--- src/rtl/sprite_bounce.sv ---
// Bouncing-sprite renderer: 2-stage pixel pipe feeding a synchronous sprite ROM, plus per-frame motion.
// Optional SPRITE_KEY_EN: rom_data equal to KEY is treated as transparent and shows the background colour.
module sprite_bounce #(
    parameter int H_ACTIVE = 1600,
    parameter int V_ACTIVE = 1200,
    parameter int SPR_W    = 128,
    parameter int SPR_H    = 128,
    parameter int STEP     = 1,
    parameter int X0       = 2,
    parameter int Y0       = 2,
    parameter int AW       = 16
`ifdef SPRITE_KEY_EN
    ,
    parameter logic [7:0] KEY = 8'hFF
`endif
) (
    input  logic          CLK,
    input  logic          RST,
    input  logic          ACTIVE,
    input  logic          VSYNC,
    input  logic [12:0]   h,
    input  logic [12:0]   v,
    input  logic [7:0]    colour,
    input  logic          pause,
    output logic [AW-1:0] rom_addr,
    input  logic [7:0]    rom_data,
    output logic [7:0]    rgb,
    output logic          hit_x,
    output logic          hit_y,
    output logic [15:0]   bounce_cnt
);

    localparam logic [13:0] C_SW   = 14'(SPR_W);
    localparam logic [13:0] C_SH   = 14'(SPR_H);
    localparam logic [13:0] C_STEP = 14'(STEP);
    localparam logic [13:0] C_H    = 14'(H_ACTIVE);
    localparam logic [13:0] C_V    = 14'(V_ACTIVE);
    localparam logic [13:0] C_XMAX = 14'(H_ACTIVE - SPR_W);
    localparam logic [13:0] C_YMAX = 14'(V_ACTIVE - SPR_H);

    logic [13:0]   r_o_x, r_o_y;
    logic          r_d_x, r_d_y;
    logic          r_vs_q;
    logic          r_in_win_d1, r_in_win_d2;
    logic          r_act_d1, r_act_d2;

    logic [13:0]   w_h, w_v, w_off_x, w_off_y;
    logic          w_in_win, w_tick;
    logic          w_hit_r, w_hit_l, w_hit_b, w_hit_t;
    logic [AW-1:0] w_addr;
    logic [7:0]    w_sprite_px;

    assign w_h     = {1'b0, h};
    assign w_v     = {1'b0, v};
    assign w_off_x = w_h - r_o_x;
    assign w_off_y = w_v - r_o_y;
    assign w_in_win = (w_h >= r_o_x) && (w_h < r_o_x + C_SW) &&
                      (w_v >= r_o_y) && (w_v < r_o_y + C_SH);
    assign w_addr  = AW'(w_off_y) * AW'(SPR_W) + AW'(w_off_x);

    // A frame starts one cycle after VSYNC falls; the origin only moves here.
    assign w_tick  = r_vs_q & ~VSYNC;

    assign w_hit_r = r_d_x  && (r_o_x + C_SW + C_STEP >= C_H);
    assign w_hit_l = !r_d_x && (r_o_x <= C_STEP);
    assign w_hit_b = r_d_y  && (r_o_y + C_SH + C_STEP >= C_V);
    assign w_hit_t = !r_d_y && (r_o_y <= C_STEP);

`ifdef SPRITE_KEY_EN
    assign w_sprite_px = (rom_data == KEY) ? colour : rom_data;
`else
    assign w_sprite_px = rom_data;
`endif

    // NOTE: all state here uses <= so every register samples pre-edge values of the others.
    always_ff @(posedge CLK) begin
        if (RST) begin
            rom_addr    <= '0;
            rgb         <= 8'h00;
            hit_x       <= 1'b0;
            hit_y       <= 1'b0;
            bounce_cnt  <= 16'd0;
            r_o_x       <= 14'(X0);
            r_o_y       <= 14'(Y0);
            r_d_x       <= 1'b1;
            r_d_y       <= 1'b1;
            r_vs_q      <= 1'b0;
            r_in_win_d1 <= 1'b0;
            r_in_win_d2 <= 1'b0;
            r_act_d1    <= 1'b0;
            r_act_d2    <= 1'b0;
        end else begin
            r_vs_q      <= VSYNC;
            r_in_win_d1 <= w_in_win;
            r_in_win_d2 <= r_in_win_d1;
            r_act_d1    <= ACTIVE;
            r_act_d2    <= r_act_d1;
            if (w_in_win)
                rom_addr <= w_addr;
            rgb <= !r_act_d2 ? 8'h00 : (r_in_win_d2 ? w_sprite_px : colour);

            hit_x <= 1'b0;
            hit_y <= 1'b0;
            if (w_tick && !pause) begin
                if (w_hit_r) begin
                    r_o_x <= C_XMAX;
                    r_d_x <= 1'b0;
                    hit_x <= 1'b1;
                end else if (w_hit_l) begin
                    r_o_x <= 14'd0;
                    r_d_x <= 1'b1;
                    hit_x <= 1'b1;
                end else begin
                    r_o_x <= r_d_x ? r_o_x + C_STEP : r_o_x - C_STEP;
                end

                if (w_hit_b) begin
                    r_o_y <= C_YMAX;
                    r_d_y <= 1'b0;
                    hit_y <= 1'b1;
                end else if (w_hit_t) begin
                    r_o_y <= 14'd0;
                    r_d_y <= 1'b1;
                    hit_y <= 1'b1;
                end else begin
                    r_o_y <= r_d_y ? r_o_y + C_STEP : r_o_y - C_STEP;
                end

                // A corner hit counts as one bounce.
                if (w_hit_r || w_hit_l || w_hit_b || w_hit_t)
                    bounce_cnt <= bounce_cnt + 16'd1;
            end
        end
    end

endmodule

--- config.mk ---
export PLATFORM = sky130hd
export DESIGN_NAME = sprite_bounce
export DESIGN_NICKNAME = d
export VERILOG_FILES = /design/src/rtl/sprite_bounce.sv
export SDC_FILE = /design/constraint.sdc
export NUM_CORES = 1
export LEC_CHECK = 0
export ABC_AREA = 1
export BUFFER_PORTS_ARGS = -buffer_cell sky130_fd_sc_hd__buf_2
export CAP_MARGIN = 0
export CORE_MARGIN = 5
export CORE_UTILIZATION = 54
export CTS_CLUSTER_SIZE = 14
export DETAILED_ROUTE_END_ITERATION = 8
export GPL_TIMING_DRIVEN = 0
export PLACE_DENSITY = 0.83
export SLEW_MARGIN = 20
export SYNTH_ARGS = -nofsm -noshare
export SYNTH_HDL_FRONTEND = slang
export SYNTH_SLANG_ARGS = --single-unit
--- constraint.sdc ---
create_clock -name CLK -period 3.1 [get_ports CLK]
set_clock_uncertainty 0.1 [all_clocks]
set_input_delay 0.155 -clock CLK [delete_from_list [all_inputs] [get_ports CLK]]
set_output_delay 0.155 -clock CLK [all_outputs]
set_load 0.1 [all_outputs]
### Yosys cells after proc, flatten, opt, wreduce, memory -nomap -nowiden

Index checks and enable logic that the tools add are counted.

* flip-flop bits (word level): 77
* bits in latches: 0
* RAM bits: 0
* memory bits (read-only): 0
* output and inout port bits: 42
* word-level logic and storage cells: 74
* memories: 0

* $add $sub $neg: 12
* multipliers: 0
* div/mod/pow operators: 0
* magnitude comparators: 8
* equal/unequal tests: 0
* shifts and indexed selects: 0
* mux-type cells: 15
* bitwise gates (word level): 4
* reductions and logical operators: 21

Operator list (count)
* $mux 14: 6
* $add 14x1->14 const B: 4
* $add 14x8->14 const B: 2
* $ge 13x14->1: 2
* $ge 14x11->1 const B: 2
* $le 14x1->1 const B: 2
* $lt 13x14->1: 2
* $sub 14x1->14 const B: 2
* $add 16x1->16 const B: 1
* $add 16x14->16: 1
* $sub 13x14->14: 1
* $sub 9x9->9: 1
* $logic_and 1x1->1: 8
* $mux 1: 8
* $mux 8: 1
* $reduce_and 2->1: 3
* $reduce_bool 2->1: 2
* $reduce_or 2->1: 2
* $logic_not 1->1: 3
* $logic_or 1x1->1: 3
* $not 1->1: 3
* $and 1x1->1: 1

### Longest topological paths before layout

Gate-level depths: netlist (run 1).

* depth in word-level cells: 8
* depth in mapped cells: 24

### Least setup slack after synthesis (run 1)

Ideal clock, no wire load.

* path kind: flip-flop to flip-flop
* from: register r_o_x[2]
* to: register rom_addr[14]
* data arrival time: 3.138 ns
* path slack: -0.255 ns
* cell stages (with the launch flop): 22
* buffers on the path: 0
* cell sequence: dfxtp_1 inv_1 ha_1 a21oi_1 nand2_1 a21oi_1 o21bai_1 a21boi_0 o21ai_0 xor2_1 ha_1 a21oi_1 nand2_1 a21oi_1 o21bai_1 nand2_1 nand2_1 a21oi_1 xor2_1 nand2_1 nand2_1 nor2_1

* word-level cells in the longest chain between the ends: 5
* elaborated cells between the ends (all ways): 8
* those cells by class: add/sub (3); order compare (2); reduce/logical (3)

RTL lines
* start: declaration: RTL line 41 `logic [13:0] r_o_x, r_o_y;`
* start signal: assignment: RTL line 83 `r_o_x <= 14'(X0);`
* start signal: assignment: RTL line 114 `r_o_x <= r_d_x ? r_o_x + C_STEP : r_o_x - C_STEP;`
* $add 14x8->14: RTL line 57 `assign w_in_win = (w_h >= r_o_x) && (w_h < r_o_x + C_SW) &&`
* $lt 13x14->1: RTL line 57
* $logic_and 1x1->1 (2 in series): RTL line 57
* $logic_and 1x1->1: RTL line 58 `(w_v >= r_o_y) && (w_v < r_o_y + C_SH);`
* end signal: assignment: RTL line 99 `rom_addr <= w_addr;`
* end: declaration: RTL line 25 `output logic [AW-1:0] rom_addr,`

Parallel ways exist; a longest one is shown, timed or not.
A chain may end at the register's enable or synchronous reset.

### Worst setup path in the final report (run 1)

* from: register r_o_x[4]
* to: register rom_addr[14]

Same word-level chain as after synthesis.

==> results of run 1 <==
==> synthesized netlist by cell type, types with 5 or more instances <==
master | instances | area [µm²]
nor2_1 | 122 | 457.9
xor2_1 | 52 | 455.4
o211ai_1 | 5 | 37.54
nor2_2 | 7 | 43.79
nand4_1 | 17 | 106.4
a21oi_2 | 9 | 78.83
nor3_1 | 13 | 65.06
ha_1 | 58 | 725.7
nor4_1 | 8 | 50.05
buf_2 | 5 | 25.02
dfxtp_1 | 77 | 1541
o31ai_1 | 9 | 67.56
nand3_1 | 72 | 360.4
clkbuf_1 | 11 | 41.29
nand2_2 | 15 | 93.84
nand2_1 | 230 | 863.3
inv_1 | 114 | 427.9
a21oi_1 | 62 | 310.3
o21ai_0 | 38 | 190.2
xnor2_1 | 10 | 87.58
==> routing by layer <==
metal / vias up / GRT usage
met2: 237 / 0.4240
met5: - / 0
met3: 40 / 0.04630
met4: 0 / 0.07790
met1: 3237 / 0.3029
li1: 3535 / -
==> registers in the layout (all words and copies together) (netlist names), 8 cells and up <==
signal and cells:
r_o_y 14, rgb 8, r_o_x 14, rom_addr 16
bounce_cnt 16
==> report_power, final <==
group	internal (µW)	switching, µW	total (µW)
Combinational	278	424	703
Clock	536	442	978
Sequential	1000	11.7	1020
==> through the flow <==
| stage | hold WS (ns) | power, µW | cells | cell area, µm² |
|---|---|---|---|---|
| 3_3_place_gp | 0.2609 | 1591 | 1230 | 7218 |
| 5_1_grt | 0.2886 | 2799 | 1282 | 7986 |
| 4_1_cts | 0.1972 | 2618 | 1274 | 7839 |
| 6_report | 0.2221 | 2696 | 1282 | 7986 |
| 2_1_floorplan | 0.1620 | 1473 | 995 | 6594 |
| 3_5_place_dp | 0.2852 | 1602 | 1230 | 7218 |
==> final timing paths <==
| path | from | cells past startpoint | to |
|---|---|---|---|
| setup / recovery | r_o_x[4] | 19 | rom_addr[14] |
| hold / removal | h[0] | 6 | rom_addr[0] |
| setup reg to reg | r_o_x[4] | 19 | rom_addr[14] |
| hold reg to reg | r_act_d1 | 2 | r_act_d2 |
==> repair_timing <==
item	in CTS	in global routing
endpoints found under the setup margin	16	16
gates cloned	0	0
gates resized for setup	29	28
endpoints found under the hold margin	10	0
pin swaps	17	23
setup buffers	11	8
hold buffers	18	0
==> kinds of logic after synthesis <==
logic type,Yosys count
compound gates,149
flops,77
simple gates,499
xor+xnor,62
fa+ha+maj,61
buf+inv,147
==> layout make-up <==
type	count	area [µm²]
Clock buffer	9	225.2
Inverter	120	452.9
Multi-Input combinational cell	771	4591
Buffer	27	162.7
Clock inverter	6	38.79
Fill cell	1004	3975
Sequential cell	77	1565
Tap cell	147	183.9
Timing Repair Buffer	125	767.0
==> critical path: cells and delay by family, from the launching register on <==
kind | cells | cell delay [ns]
adder cells (fa/ha/maj) | 2 | 0.72
AO/OA/AOI/OAI | 7 | 0.99
XOR/XNOR | 2 | 0.43
AND/OR/NAND/NOR | 6 | 0.42
flip-flops | 1 | 0.38
buffers and inverters | 2 | 0.18
==> flow_metrics.tcl, run 1 <==
set metrics [dict create \
    synth_warnings 0 \
    synth-seq-cells 77 \
    diodes 0 \
    regToRegSetupSlack_ns -0.22 \
    start_kind "register" \
    die_h_um 120.4 \
    numClockSinks 77 \
    track_usage 0.2435 \
    cts.path.max_buffers 2 \
    synthesis.nets 1103 \
    final.period_utilization 1.071 \
    power_density_nw_per_um2 337.6 \
    yosysSeqAreaShare 0.2343 \
    cts_tree "done" \
    grt_pass1_vias 6339 \
    critPathRequiredTime_ns 3.24 \
    dr.max_layer_used "met4" \
    worstHoldPathType "in -> reg" \
    yosysUniqueCellTypes 50 \
    viasPerCell 5.498 \
    setup_viol 3 \
    path_common_cell "nand2_1" \
    drtAntennaViolNets 0 \
    root_buffer "clkbuf_16" \
    grt_max_degree 14 \
    synthFlopType "dfxtp_1" \
    fin_util 0.6677 \
    critPathCaptureType "register" \
    slowest_stage "dfxtp_4" \
    final_common_cell "nand2_1" \
    synth-xor-area-share 0.08253 \
    dp_slack_ns -0.3757 \
    path_cells "inv_1 -> ha_1 -> inv_1 -> o21bai_2 -> a21boi_2 -> o21ai_2 -> xor2_1 -> ha_1 -> a21oi_2 -> nand2_1 -> a21oi_2 -> o21bai_1 -> nand2_1 -> nand2_1 -> a21oi_2 -> xor2_1 -> nand2_1 -> nand2_1 -> nor2_1" \
    dpl.hpwl_um 13310 \
    critPathKind "reg -> reg" \
    clk_pin_slew_ns 0.07 \
    cap_violations 0 \
    drtPass1Iterations 5 \
    antenna_found_initial 0 \
    rows 40 \
    status "complete, but fails checks" \
    vias 7049 \
    synth_simple_gate_area_frac 0.3377 \
    place.gp.congestion 0.9606 \
    failed_checks "negative setup slack" \
    met1Wirelength_um 7792 \
    hold_viol 0 \
    clk_latency_ns 0.34 \
    ios 89 \
    grt_pass1_wl_um 29270 \
    coreArea_um2 11960 \
    crit_arrival_ns 3.46 \
    die-area_um2 14490 \
    syn_inst 995 \
    synthAdderAreaFrac 0.1194 \
    ys_async_sr_fraction 0 \
    fin_nets 1239 \
    layout-drive-gt1-share 0.2000 \
    synthesis.area_um2 6580 \
    cts-buffers-inserted 9 \
    initial_core_util 0.5501 \
    routedWlPerCell_um 14.42 \
    h-tree-depth 3 \
    wl_met3_um 1074 \
    avgSynthCellArea_um2 6.613 \
    synth_top_family_by_area "simple AND/OR/NAND/NOR gates" \
    worst_pin_slew_ns 0.5773 \
    wl_met2_um 9221 \
    die_w_um 120.4 \
    drc 0 \
    setup_ws_ns -0.2197 \
    rsz0062_at_grt "true" \
    routed_wl_um 18480 \
    layout_common_cells "223 x nand2_1, 121 x nor2_1, 109 x inv_1, 91 x buf_2, 70 x nand3_1" \
    fin_crit_ns 3.320 \
    drt_iter0_markers 501 \
    path_max_fanout 6 \
    slew_headroom 0.6151 \
    static-leakage-power_uw 0.003648 \
    grt_overflow_total 0 \
    port_buffers 88 \
    max_stage_delay_ns 0.38 \
    synthMuxAreaShare 0 \
    setup-tns-final_ns -0.4724 \
    areaGrowthSynthToFinish_pct 21.37 \
    synth_compound_gate_area_share 0.1337 \
    slew_viol_final 0 \
    synth_edf_count 0 \
    fmax_mhz 301.2 \
    vdd_drop_max_v 0.0002573 \
]
(Power assumes the default switching activity.)
==> run 2: changes to the inputs <==
- GPL_TIMING_DRIVEN: 0 -> unset
==> run 2 against run 1 <==
The flow still finishes with violations (negative setup slack). Clock power grew 12%. Combinational power grew 13%. Count of clock-buffer cells in the layout grew 1. Die area is the same. Sequential power is essentially flat. Largest cell class unchanged. Largest power group is now the clock network. Highest routed layer unchanged.
==> flow_metrics.tcl, run 2 (same netlist as run 1, synthesis figures left out) <==
set metrics [dict create \
    port_buffers 88 \
    setup_ws_ns -0.2789 \
    final.period_utilization 1.090 \
    r2r_start "r_o_x[2]" \
    fin_crit_ns 3.379 \
    setup_viol 4 \
    max_stage_delay_ns 0.35 \
    slew_headroom 0.6584 \
    start_kind "register" \
    dpl.hpwl_um 13460 \
    path_delay_family "compound AO/OA/AOI/OAI gates" \
    clk_latency_ns 0.35 \
    die_h_um 120.4 \
    slowest_stage "ha_1" \
    antenna_found_initial 0 \
    drtPass1Iterations 8 \
    drtAntennaViolNets 0 \
    areaGrowthSynthToFinish_pct 24.23 \
    ios 89 \
    hold_depth 4 \
    slew_viol_final 0 \
    critPathRequiredTime_ns 3.25 \
    cts-buffers-inserted 9 \
    hold_viol 0 \
    grt_overflow_total 0 \
    hold_end "r_o_x[10]" \
    worst_r2r_path_depth 21 \
    fin_nets 1255 \
    worst_pin_slew_ns 0.5118 \
    grt_pass1_wl_um 29960 \
    drt_iter0_markers 539 \
    die_w_um 120.4 \
    clk_pin_slew_ns 0.07 \
    vdd_drop_max_v 0.0002743 \
    path_cells "inv_2 -> ha_4 -> a21oi_4 -> nand2_2 -> a21oi_2 -> o21bai_2 -> a21boi_2 -> o21ai_2 -> xor2_1 -> ha_1 -> a21oi_2 -> nand2_2 -> a21oi_2 -> o21bai_2 -> nand2_1 -> nand2_1 -> a21oi_2 -> xor2_1 -> nand2_1 -> nand2_1 -> nor2_1" \
    routedWlPerCell_um 14.59 \
    place.gp.congestion 0.9276 \
    h-tree-depth 3 \
    power_density_nw_per_um2 355.8 \
    grt_pass1_vias 6575 \
    regToRegEndpoint "rom_addr[14]" \
    path_buf_inv 1 \
    rows 40 \
    failed_checks "negative setup slack" \
    diodes 0 \
    numClockSinks 77 \
    cap_violations 0 \
    fin_cells 1298 \
    routed_wl_um 18940 \
    cts_tree "done" \
    cts.path.max_buffers 2 \
    critPathKind "reg -> reg" \
    status "complete, but fails checks" \
    drc 0 \
    initial_core_util 0.5501 \
    viasPerCell 5.492 \
    min_from "RST" \
    fmax_mhz 296.0 \
    numPlacedInstances 1246 \
    path_max_fanout 4 \
    hold_slack_ns 0.06045 \
    die-area_um2 14490 \
    final_common_cell "nand2_1" \
    vias 7129 \
    layout_common_cells "223 x nand2_1, 121 x nor2_1, 111 x inv_1, 88 x buf_2, 73 x dfxtp_1" \
    critPathCaptureType "register" \
    nFillCells 993 \
    reg_top3 "bounce_cnt (16), rom_addr (16)" \
    static-leakage-power_uw 0.003808 \
    root_buffer "clkbuf_16" \
    track_usage 0.2492 \
    worstHoldPathType "in -> reg" \
    layout-drive-gt1-share 0.2181 \
    rsz0062_at_grt "true" \
    crit_arrival_ns 3.53 \
    grt_max_degree 33 \
    regToRegSetupSlack_ns -0.28 \
    coreArea_um2 11960 \
]
-- run 2: worst register-to-register path, stage by stage, from the launching register on --
cell	delay, ns
dfxtp_2	0.33
inv_2	0.04
ha_4	0.24
a21oi_4	0.15
nand2_2	0.08
a21oi_2	0.19
o21bai_2	0.11
a21boi_2	0.22
o21ai_2	0.10
xor2_1	0.15
ha_1	0.35
a21oi_2	0.20
nand2_2	0.09
a21oi_2	0.15
o21bai_2	0.09
nand2_1	0.08
nand2_1	0.07
a21oi_2	0.16
xor2_1	0.20
nand2_1	0.07
nand2_1	0.05
nor2_1	0.05
-- run 2: per-stage QoR --
stage	utilization	total power (µW)	setup TNS, ns	area [µm²]	setup slack [ns]
CTS	0.6764	2835	0	8090	0.003713
finish	0.6834	2909	-0.7772	8174	-0.2789
global route	0.6834	3023	-1.416	8174	-0.4418
global placement	0.6185	1643	-0.004289	7398	-0.004289
floorplan	-	1473	0	6594	0.0004567
detailed placement	0.6185	1661	-0.3013	7398	-0.1944
-- run 2: layout make-up --
type                       count  area (µm²)  share of cell area
sequential                    77        1546              0.1892
tap                          147       183.9             0.02250
clock buffer                  10       239.0             0.02924
inverter                     120       450.4             0.05510
clock inverter                 5       60.06            0.007347
multi-input combinational    771        4588              0.5613
timing repair buffer         168        1106              0.1353
-- run 2: how the worst max path moves through the flow --
stage / slack (ns) / depth (start not counted) / startpoint / end
4_1_cts: 0.004 / 21 / r_o_x[2] / rom_addr[14]
5_1_grt: -0.44 / 21 / r_o_x[2] / rom_addr[14]
2_1_floorplan: 0.0005 / 21 / r_o_x[1] / rom_addr[14]
3_3_place_gp: -0.004 / 21 / r_o_x[1] / rom_addr[14]
6_report: -0.28 / 21 / r_o_x[2] / rom_addr[14]
3_5_place_dp: -0.19 / 21 / r_o_x[1] / rom_addr[14]
-- run 2: routing by layer --
metal	vias up	GRT usage	part of all wire
met4	0	0.09561	0.031
met2	282	0.4384	0.49
met5	-	0	0
met3	54	0.04443	0.064
met1	3233	0.3015	0.41
li1	3560	-	-
-- run 2: power by group --
| group | internal [µW] | leakage [µW] | switching, µW |
|---|---|---|---|
| Combinational | 330 | 0.00304 | 461 |
| Sequential | 1010 | 0.000624 | 10.8 |
| Clock | 644 | 0.000145 | 455 |
-- run 2: timing repair --
item / 4_1_cts / 5_1_grt
setup buffers: 17 / 5
resized for setup: 23 / 17
hold buffers: 18 / 0
pin swaps: 17 / 26
endpoints found under the setup margin: 4 / 12
hold endpoints to repair: 10 / 0
==> run 3: changes to the inputs <==
- ABC_AREA: 1 -> unset
- CORE_UTILIZATION: 54 -> 53
- PLACE_DENSITY: 0.83 -> 0.81
==> run 3 against run 2 <==
The run still ends with negative setup slack left. Worst setup slack worse by 0.31 ns. Register-to-register slack worse by 0.31 ns. Routed wire length is 4.0% higher. Largest power group unchanged.
==> flow_metrics.tcl, run 3 <==
set metrics [dict create \
    die-area_um2 14350 \
    place.gp.congestion 0.9399 \
    r2r_start "r_o_x[1]" \
    reg_top3 "bounce_cnt (16), rom_addr (16)" \
    grt_pass1_vias 6442 \
    root_buffer "clkbuf_16" \
    slew_headroom 0.5315 \
    status "complete, but fails checks" \
    die_w_um 119.8 \
    areaGrowthSynthToFinish_pct 30.48 \
    diodes 0 \
    hold_end "rom_addr[0]" \
    viasPerCell 6.025 \
    port_buffers 88 \
    synth_warnings 0 \
    dp_slack_ns -0.5716 \
    regToRegEndpoint "rom_addr[15]" \
    placed_area_um2 7495 \
    rows 40 \
    coreArea_um2 11910 \
    final.period_utilization 1.190 \
    multi_input_area_um2 4671 \
    grt_pass1_wl_um 30540 \
    critPathRequiredTime_ns 3.26 \
    vias 6808 \
    routedWlPerCell_um 17.42 \
    cts_tree "done" \
    final-seq-area_um2 1553 \
    worst_pin_slew_ns 0.7027 \
    clk_latency_ns 0.34 \
    dpl.hpwl_um 13840 \
    fmax_mhz 271.2 \
    hold_depth 4 \
    track_usage 0.2587 \
    path_max_fanout 3 \
    worst_r2r_path_depth 19 \
    fin_area_um2 8339 \
    h-tree-depth 3 \
    worstHoldPathType "in -> reg" \
    ys_top_cells_by_area "dfxtp_1 24%, ha_1 11%, xnor2_1 6.2%" \
    initial_core_util 0.5366 \
    fin_nets 1086 \
    slowest_stage "a2111o_1" \
    start_kind "register" \
    drc 0 \
    critPathCaptureType "register" \
    cap_violations 0 \
    startpoint "r_o_x[1]" \
    layout-drive-gt1-share 0.2757 \
    clk_pin_slew_ns 0.06 \
    path_cells "inv_6 -> ha_4 -> nor2b_4 -> o21ai_2 -> a21boi_1 -> o21a_1 -> o21ai_2 -> nand2_2 -> a2111o_1 -> o211ai_1 -> ha_1 -> a21o_1 -> a21oi_2 -> o21bai_1 -> a21o_1 -> a21oi_2 -> or2_4 -> xnor2_2 -> a211oi_2" \
    power_density_nw_per_um2 356.7 \
    totalPowerFinal_uw 2975 \
    synthesis.area_um2 6391 \
    ys_top_cells_by_count "77 x dfxtp_1, 77 x nor2_1, 66 x a21oi_1" \
    synthesis.nets 911 \
    setup-tns-final_ns -2.435 \
    ios 89 \
    die_h_um 119.8 \
    setup_ws_ns -0.5875 \
    antenna_found_initial 0 \
    avgSynthCellArea_um2 7.959 \
    yosysUniqueCellTypes 79 \
    nFillCells 914 \
    synth-seq-cells 77 \
    failed_checks "negative setup slack" \
    hold_slack_ns 0.1330 \
    synth_edf_count 0 \
    regToRegSetupSlack_ns -0.59 \
    yosys.area.top_type "dfxtp_1" \
    critPathKind "reg -> reg" \
    layout_common_cells "88 x buf_2, 87 x buf_4, 76 x nor2_1, 72 x dfxtp_1, 56 x a21oi_1" \
    cts.path.max_buffers 2 \
    rsz0062_at_grt "true" \
    drtPass1Iterations 5 \
    synthFlopType "dfxtp_1" \
    fin_crit_ns 3.687 \
    max_stage_delay_ns 0.38 \
    vdd_drop_max_v 0.0003688 \
    crit_arrival_ns 3.84 \
    grt_overflow_total 0 \
    final_common_cell "buf_2" \
    synth_top_area_share 0.2412 \
    grt_max_degree 69 \
    yosysSeqAreaShare 0.2412 \
    routed_wl_um 19690 \
    cts-buffers-inserted 9 \
    numClockSinks 77 \
    setup_viol 10 \
    ys_async_sr_fraction 0 \
    slew_viol_final 0 \
    min_from "h[0]" \
    hold_viol 0 \
    drtAntennaViolNets 0 \
    drt_iter0_markers 535 \
    static-leakage-power_uw 0.003507 \
    syn_inst 803 \
]
run 3: changes by cell type in the layout (fill, tap and decap cells not counted), moves of 29 or more:
cell / previous run / this run
inv_1: 111 / 46
nand2_1: 223 / 45
nand3_1: 69 / 40
nor2_1: 121 / 76
xnor2_1: 8 / 40
xor2_1: 51 / 4
run 3: cells by family (layout without fill, tap and decap cells):
kind of cell             after synthesis  in the layout  share of synthesized area
XOR/XNOR                              52             52                    0.07244
adder cells (fa/ha/maj)               61             61                     0.1229
flip-flops                            77             77                     0.2412
buffers and inverters                 89            269                    0.07028
AO/OA/AOI/OAI                        198            198                     0.2011
multiplexers                          27             27                    0.04581
AND/OR/NAND/NOR                      299            299                     0.2463
run 3: what timing repair did:
action	in CTS	in global routing
endpoints found under the hold margin	10	0
gates cloned	0	2
endpoints found under the setup margin	15	39
hold buffers	18	0
buffers inserted	6	8
gates resized for setup	14	34
pin swaps	32	20
run 3: cell type report:
type | count | area share
inverter | 49 | 0.02266
tap | 147 | 0.02206
multi-input combinational | 637 | 0.5601
timing repair buffer | 204 | 0.1734
clock inverter | 4 | 0.003601
sequential | 77 | 0.1862
clock buffer | 12 | 0.03196
run 3: power by group:
group | internal [µW] | switching [µW]
sequential | 1010 | 16.3
combinational | 417 | 481
clock | 611 | 438
total | 2040 | 935
run 3: worst max-delay path: cells and delay by family, from the launching register on:
| family | cells | cell delay [ns] |
|---|---|---|
| and+or+nand+nor | 3 | 0.37 |
| adders and majority gates | 2 | 0.50 |
| AOI/OAI and AO/OA | 12 | 2.16 |
| DFF | 1 | 0.37 |
| buffers and inverters | 1 | 0.03 |
| xor gates and xnor gates | 1 | 0.07 |
run 3: worst max path at each step:
stage                               to  slack, ns  cells after the start
after CTS                 rom_addr[15]      -0.46                     20
after global routing      rom_addr[15]      -0.71                     18
final                     rom_addr[15]      -0.59                     19
after floorplan           rom_addr[15]      -0.37                     20
after detailed placement  rom_addr[15]      -0.57                     20
after global placement    rom_addr[15]      -0.46                     20
run 3: per-stage QoR:
step,utilization,std cells
after floorplan,-,803
after global placement,0.6292,1082
after detailed placement,0.6292,1082
after CTS,0.6777,1120
after global routing,0.7001,1130
final,0.7001,1130
run 3: layer usage:
layer  track usage  vias up  part of all wire
met1        0.3210     3210              0.41
met4        0.1167        0             0.040
li1              -     3230                 -
met2        0.4364      300              0.48
met3       0.04713       68             0.068
met5             0        -                 0
